`src/rtl/fft_pkg.sv`:
```
// Shared FFT datapath types and helpers.
// complex_t is the sample bundle passed between FFT stages.
package fft_pkg;

  localparam int DATA_W = 16;

  typedef struct packed {
    logic signed [DATA_W-1:0] re;
    logic signed [DATA_W-1:0] im;
  } complex_t;

  typedef enum logic {
    RD_IDLE,
    RD_DRAIN
  } rd_state_t;

  function automatic logic [31:0] bitrev(
    input logic [31:0] value,
    input int          width
  );
    logic [31:0] r;
    r = '0;
    for (int i = 0; i < 32; i++) begin
      if (i < width) r[i] = value[width-1-i];
    end
    return r;
  endfunction

endpackage

```
`src/rtl/reorder_bank.sv`:
```
// Simple dual-port sample RAM: one write port,
// one synchronous read port, contents never reset.
module reorder_bank
  import fft_pkg::*;
#(
  parameter int DEPTH = 32,
  parameter int AW    = 5
) (
  input  logic          clk,
  input  logic          wr_en,
  input  logic [AW-1:0] wr_addr,
  input  complex_t      wr_data,
  input  logic          rd_en,
  input  logic [AW-1:0] rd_addr,
  output complex_t      rd_data
);

  complex_t mem [DEPTH];

  always_ff @(posedge clk) begin
    if (wr_en) mem[wr_addr] <= wr_data;
    if (rd_en) rd_data <= mem[rd_addr];
  end

endmodule

```
`src/rtl/bitrev_reorder.sv`:
```
// Ping-pong reorder buffer: restores natural order
// from the bit-reversed output of the last FFT stage.
module bitrev_reorder
  import fft_pkg::*;
#(
  parameter  int FFT_SIZE = 16,
  localparam int ADDR_W   = $clog2(FFT_SIZE)
) (
  input  logic     clk,
  input  logic     rst_n,
  input  complex_t din,
  input  logic     din_valid,
  output complex_t dout,
  output logic     dout_valid,
  output logic     dout_first,
  output logic     dout_last
);

  localparam logic [ADDR_W-1:0] LAST = ADDR_W'(FFT_SIZE - 1);
  localparam logic [ADDR_W-1:0] ONE  = ADDR_W'(1);

  logic [ADDR_W-1:0] wr_cnt;
  logic [ADDR_W-1:0] rd_cnt;
  logic [ADDR_W-1:0] wr_addr;
  logic              wr_bank;
  logic              rd_bank;
  logic [1:0]        full;
  rd_state_t         state;
  rd_state_t         state_nx;

  logic     wr_done;
  logic     rd_en;
  logic     rd_done;
  logic     rd_valid;
  logic     rd_first;
  logic     rd_last;
  complex_t rd_data;

  assign wr_addr = ADDR_W'(bitrev(32'(wr_cnt), ADDR_W));
  assign wr_done = din_valid && (wr_cnt == LAST);
  // Read of word 0 issues on the same edge IDLE sees full.
  assign rd_en   = (state == RD_DRAIN) || full[rd_bank];
  assign rd_done = rd_en && (rd_cnt == LAST);

  reorder_bank #(
    .DEPTH(2 * FFT_SIZE),
    .AW   (ADDR_W + 1)
  ) u_bank (
    .clk    (clk),
    .wr_en  (din_valid),
    .wr_addr({wr_bank, wr_addr}),
    .wr_data(din),
    .rd_en  (rd_en),
    .rd_addr({rd_bank, rd_cnt}),
    .rd_data(rd_data)
  );

  always_comb begin
    state_nx = state;
    unique case (state)
      RD_IDLE: begin
        if (full[rd_bank]) state_nx = RD_DRAIN;
      end
      RD_DRAIN: begin
        if (rd_done) begin
          if (full[~rd_bank] ||
              (wr_done && (wr_bank != rd_bank)))
            state_nx = RD_DRAIN;
          else
            state_nx = RD_IDLE;
        end
      end
      default: state_nx = RD_IDLE;
    endcase
  end

  always_ff @(posedge clk or negedge rst_n) begin
    if (!rst_n) begin
      wr_cnt  <= '0;
      wr_bank <= 1'b0;
    end else if (din_valid) begin
      wr_cnt <= wr_cnt + ONE;
      if (wr_done) wr_bank <= ~wr_bank;
    end
  end

  always_ff @(posedge clk or negedge rst_n) begin
    if (!rst_n) begin
      full <= '0;
    end else begin
      if (wr_done) full[wr_bank] <= 1'b1;
      if (rd_done) full[rd_bank] <= 1'b0;
    end
  end

  always_ff @(posedge clk or negedge rst_n) begin
    if (!rst_n) begin
      state    <= RD_IDLE;
      rd_cnt   <= '0;
      rd_bank  <= 1'b0;
      rd_valid <= 1'b0;
      rd_first <= 1'b0;
      rd_last  <= 1'b0;
    end else begin
      state    <= state_nx;
      rd_valid <= rd_en;
      rd_first <= rd_en && (rd_cnt == '0);
      rd_last  <= rd_done;
      if (rd_en) begin
        rd_cnt <= rd_cnt + ONE;
        if (rd_done) rd_bank <= ~rd_bank;
      end
    end
  end

  always_ff @(posedge clk or negedge rst_n) begin
    if (!rst_n) begin
      dout       <= '0;
      dout_valid <= 1'b0;
      dout_first <= 1'b0;
      dout_last  <= 1'b0;
    end else begin
      dout_valid <= rd_valid;
      dout_first <= rd_first;
      dout_last  <= rd_last;
      if (rd_valid) dout <= rd_data;
    end
  end

  always_ff @(posedge clk) begin
    if (rst_n && din_valid) assert (!full[wr_bank]);
  end

endmodule

```
`config.mk`:
```
export PLATFORM = sky130hd
export DESIGN_NAME = bitrev_reorder
export DESIGN_NICKNAME = d
export VERILOG_FILES = /design/src/rtl/fft_pkg.sv /design/src/rtl/reorder_bank.sv /design/src/rtl/bitrev_reorder.sv
export SDC_FILE = /design/constraint.sdc
export NUM_CORES = 1
export LEC_CHECK = 0
export BUFFER_PORTS_ARGS = -buffer_cell sky130_fd_sc_hd__buf_4
export CORE_MARGIN = 4
export CORE_UTILIZATION = 45
export CTS_CLUSTER_DIAMETER = 100
export DETAILED_ROUTE_END_ITERATION = 8
export SLEW_MARGIN = 30
export SYNTH_ARGS = -nofsm -noshare
export SYNTH_HDL_FRONTEND = slang
export SYNTH_SLANG_ARGS = --single-unit
```
`constraint.sdc`:
```
create_clock -name clk -period 3.7 [get_ports clk]
set_input_delay 0.37 -clock clk [delete_from_list [all_inputs] [get_ports clk]]
set_output_delay 0.37 -clock clk [all_outputs]
set_load 0.01 [all_outputs]
```
==> results.txt <==
The flow ran to the end, and the final reports show no timing, DRC or antenna violations. After clock tree synthesis, the clock-pin slew on the worst setup and hold paths is 0.06 ns. The total I/O pin count was 70.

Clock tree synthesis selected as its root buffer the cell clkbuf_16. The area of the die was 97,800 sq um; the horizontal extent of the die was 313 um. Row generation in the floorplan step produced 111 rows.

Fraction of synthesis flops using an asynchronous set or reset pin: 4.61%. After the first detailed-routing iteration, the DRC count stood at 2,292. Wire length of the first global-routing pass: 150,000 um. After synthesis the netlist holds a flip-flop and latch count of 1,107. The layout has 7,184 filler cells. The run gives 26.6% as the logic gate share of total power. In this run the power spent charging and discharging nets is 11.0 mW. The tools report the initial antenna violation count as 8.

The worst setup path is of the reg2reg kind. The tools report the first-pass iteration count of the detailed router as 5. The critical path starts at rd_cnt[2].

Each instance of the synthesized netlist takes up on average 21.8 sq um. Adding up every negative setup slack in the final design gives 0 ns. The share of cells above drive strength 1 was 27.2%. The via total after detailed routing is 20,446.

The clock network accounts for 30.1% of the total power. The synthesized netlist occupies a cell area of 41,800 sq um. After synthesis, flip-flops and latches occupy 79.0% of the total area.

The logs give 43.3% for the share of power burned in registers and 3,414 for the non-filler instance count after layout. The number of hold violations in the final report was 0; the number of vias per cell was 5.99. The fraction of power spent switching nets works out to 29.9%.

The share of the cycle needed by the critical path after routing came out at 79.5%. The maximum fanout encountered on the critical timing path is 23, and the headroom to the max-slew limit is 32.5%. VDD sags by at most 0.452 mV.

From synthesis to final layout, the design area changed by 15.2%. The post-route minimum period was 2.94 ns; the design area was 48,100 sq um. The largest individual stage delay along the critical path comes from the cell dfrtp_1. Among cell families on the critical path, the largest total delay comes from simple AND/OR/NAND/NOR gates. At the end of routability-driven placement, the weighted congestion stood at 0.763. The run gives 1,107 as the clock sink count.

Remaining antenna violation count after routing: 0. In the layout the commonest cells are edfxtp_1 (1,056), mux4_2 (180), mux2i_1 (152). After floorplanning, the core was sized to cover 91,900 sq um.

The number of global-route vias before repair is 20,514. STA classifies the critical path endpoint as a flop. Start point of the worst min-delay path: din[16].

The post-CTS resize count came out at 0. The worst setup path is launched from a flop. Setup violations remaining at the end of the flow were counted as 0. Initial standard-cell utilization of the core: 45.4%. The number of instances in the synthesized netlist was 1,915.

In this run the worst hold path is classified as in2reg. The number of pins with negative max-slew slack in the final report is 0, and the count of different cell masters after synthesis is 37. The signal on the critical path passes through or3b_4 -> buf_4 -> o22ai_1 -> nor4_1 -> a21oi_1. TritonCTS built the clock tree. The buffer and inverter count on the worst path came out at 1.

Once placement completed, the tool counted placed cells totaling 3,200. In the final layout, flip-flops and latches occupy 33,000 sq um. On the final layout, the worst clock skew is 0.0296 ns. Maximum achievable frequency: 0.340 GHz. The library cell used most frequently in the layout, excluding fill and tap cells, is edfxtp_1.

The critical register-to-register path startpoint was rd_cnt[2]. The number of buffers inserted by port buffering works out to 69. The die is 313 um tall.

The number of nets in the final layout was 2,109; the wire length per cell was 30.8 um. The run gives 110 as the CTS buffer count. The synthesized netlist net count is 1,953. Setup repair after global routing left no endpoint under its margin. The later pin in the worst-skew pair is clocked with a latency of 0.68 ns. The HPWL after detailed placement is 57,700 um.

The number of flops mapped to enable cells by yosys works out to 1,056. Summed over all cells, the static leakage comes to 15.6 nW. Yosys printed 0 warnings. The leftover overflow at the end of global routing was 0; the area after detailed placement was 44,400 sq um. For the pin with the worst max-slew slack, the measured transition is 1.01 ns. The tools report the aggregate routed wire length as 105,000 um.

In the final layout, the multi-input gates occupy 8390 sq um. The pin count of the biggest net entering global routing came out at 79. The overall global routing resource usage is 21.4%. In the synthesized netlist the dominant register cell turns out to be edfxtp_1.

The number of H-tree branching levels is 3. The tools report the maximum count of clock buffers along a single path as 3. For this design the ratio of total power to cell area is 766 nW/um^2. In the routed design, unresolved DRC markers number 0.

The signal arrival time at the worst endpoint was 3.34 ns; the reported max-cap violation count was 0. STA puts the critical path data required time at 4.10 ns. The run gives 25.9 mW as the internal power. For this run, the slowest stage of the critical path takes 0.93 ns.
[layer usage]
layer / part of all wire (%) / GRT usage, % / up-vias / wire length (um)
li1: - / - / 8403 / -
met1: 42 / 31.0 / 11005 / 44000
met2: 48 / 34.2 / 895 / 50700
met3: 7.3 / 3.39 / 143 / 7690
met4: 2.4 / 5.81 / 0 / 2550
met5: 0 / 0 / - / 0
[power by group through the flow]
stage,Sequential (mW),Combinational [mW],Clock [mW]
2_1_floorplan,15.8,6.61,0
3_3_place_gp,16.2,9.81,0
3_5_place_dp,16.2,9.89,0
4_1_cts,16.0,9.94,11.3
5_1_grt,16.1,10.4,11.9
6_report,16.0,9.81,11.1
[flip-flops by register name, indices dropped and copies added, names as in the netlist, 2 cells and up]
register        cells
wr_cnt              4
dout               32
u_bank.rd_data     32
rd_cnt              4
u_bank.mem       1024
full                2
[timing repair]
item	4_1_cts	5_1_grt
setup buffers	0	0
hold buffers	2	0
endpoints found under the hold margin	54	0
[area by class of cell]
type	count	area share, %
Sequential cell	1107	68.6
Antenna cell	2	0.0104
Multi-Input combinational cell	690	17.4
Inverter	4	0.0312
Clock inverter	64	1.27
Clock buffer	146	6.36
Timing Repair Buffer	158	3.08
Tap cell	1243	3.23
[worst paths after layout]
kind,cells past startpoint,slack (ns),to
setup / recovery,5,0.76,u_bank.rd_data[7]
hold / removal,1,0.08,u_bank.mem[21][16]
setup reg to reg,5,0.76,u_bank.rd_data[7]
hold reg to reg,0,0.35,dout_last
max in group asynchronous,2,2.87,rd_cnt[1]
min in group asynchronous,2,0.28,dout[7]
[kinds of logic (layout without fill, tap and decap cells)]
| family | count (synthesis) | after routing | synth area share (%) |
|---|---|---|---|
| xor+xnor | 8 | 8 | 0.168 |
| simple gates | 83 | 83 | 1.03 |
| mux | 365 | 365 | 14.2 |
| flops | 1107 | 1107 | 79.0 |
| buf+inv | 118 | 372 | 1.57 |
| fa+ha+maj | 3 | 3 | 0.0899 |
| other cells | 0 | 2 | 0 |
| compound gates | 231 | 231 | 3.93 |
[synthesized netlist by cell type (20+ instances only)]
master | count | share of area (%)
mux2_2 | 33 | 0.89
buf_2 | 22 | 0.26
a22o_1 | 32 | 0.67
nor2_1 | 39 | 0.35
a21oi_1 | 66 | 0.79
a211oi_1 | 20 | 0.36
o22ai_1 | 24 | 0.36
dfrtp_1 | 51 | 3.1
mux2i_1 | 152 | 3.6
o221ai_1 | 52 | 1.1
a22oi_1 | 32 | 0.58
edfxtp_1 | 1056 | 76
clkbuf_1 | 53 | 0.48
mux4_2 | 180 | 9.7
[metrics by stage]
step / util, % / setup WS, ns / total power [mW] / hold slack [ns]
2_1_floorplan: - / 0.635 / 22.4 / 0.0744
3_3_place_gp: 48.3 / 0.639 / 26.0 / 0.351
3_5_place_dp: 48.3 / 0.682 / 26.1 / 0.336
4_1_cts: 52.3 / 0.687 / 37.2 / 0.0426
5_1_grt: 52.3 / 0.535 / 38.4 / 0.0748
6_report: 52.3 / 0.758 / 36.9 / 0.0849
(Power assumes the default switching activity.)
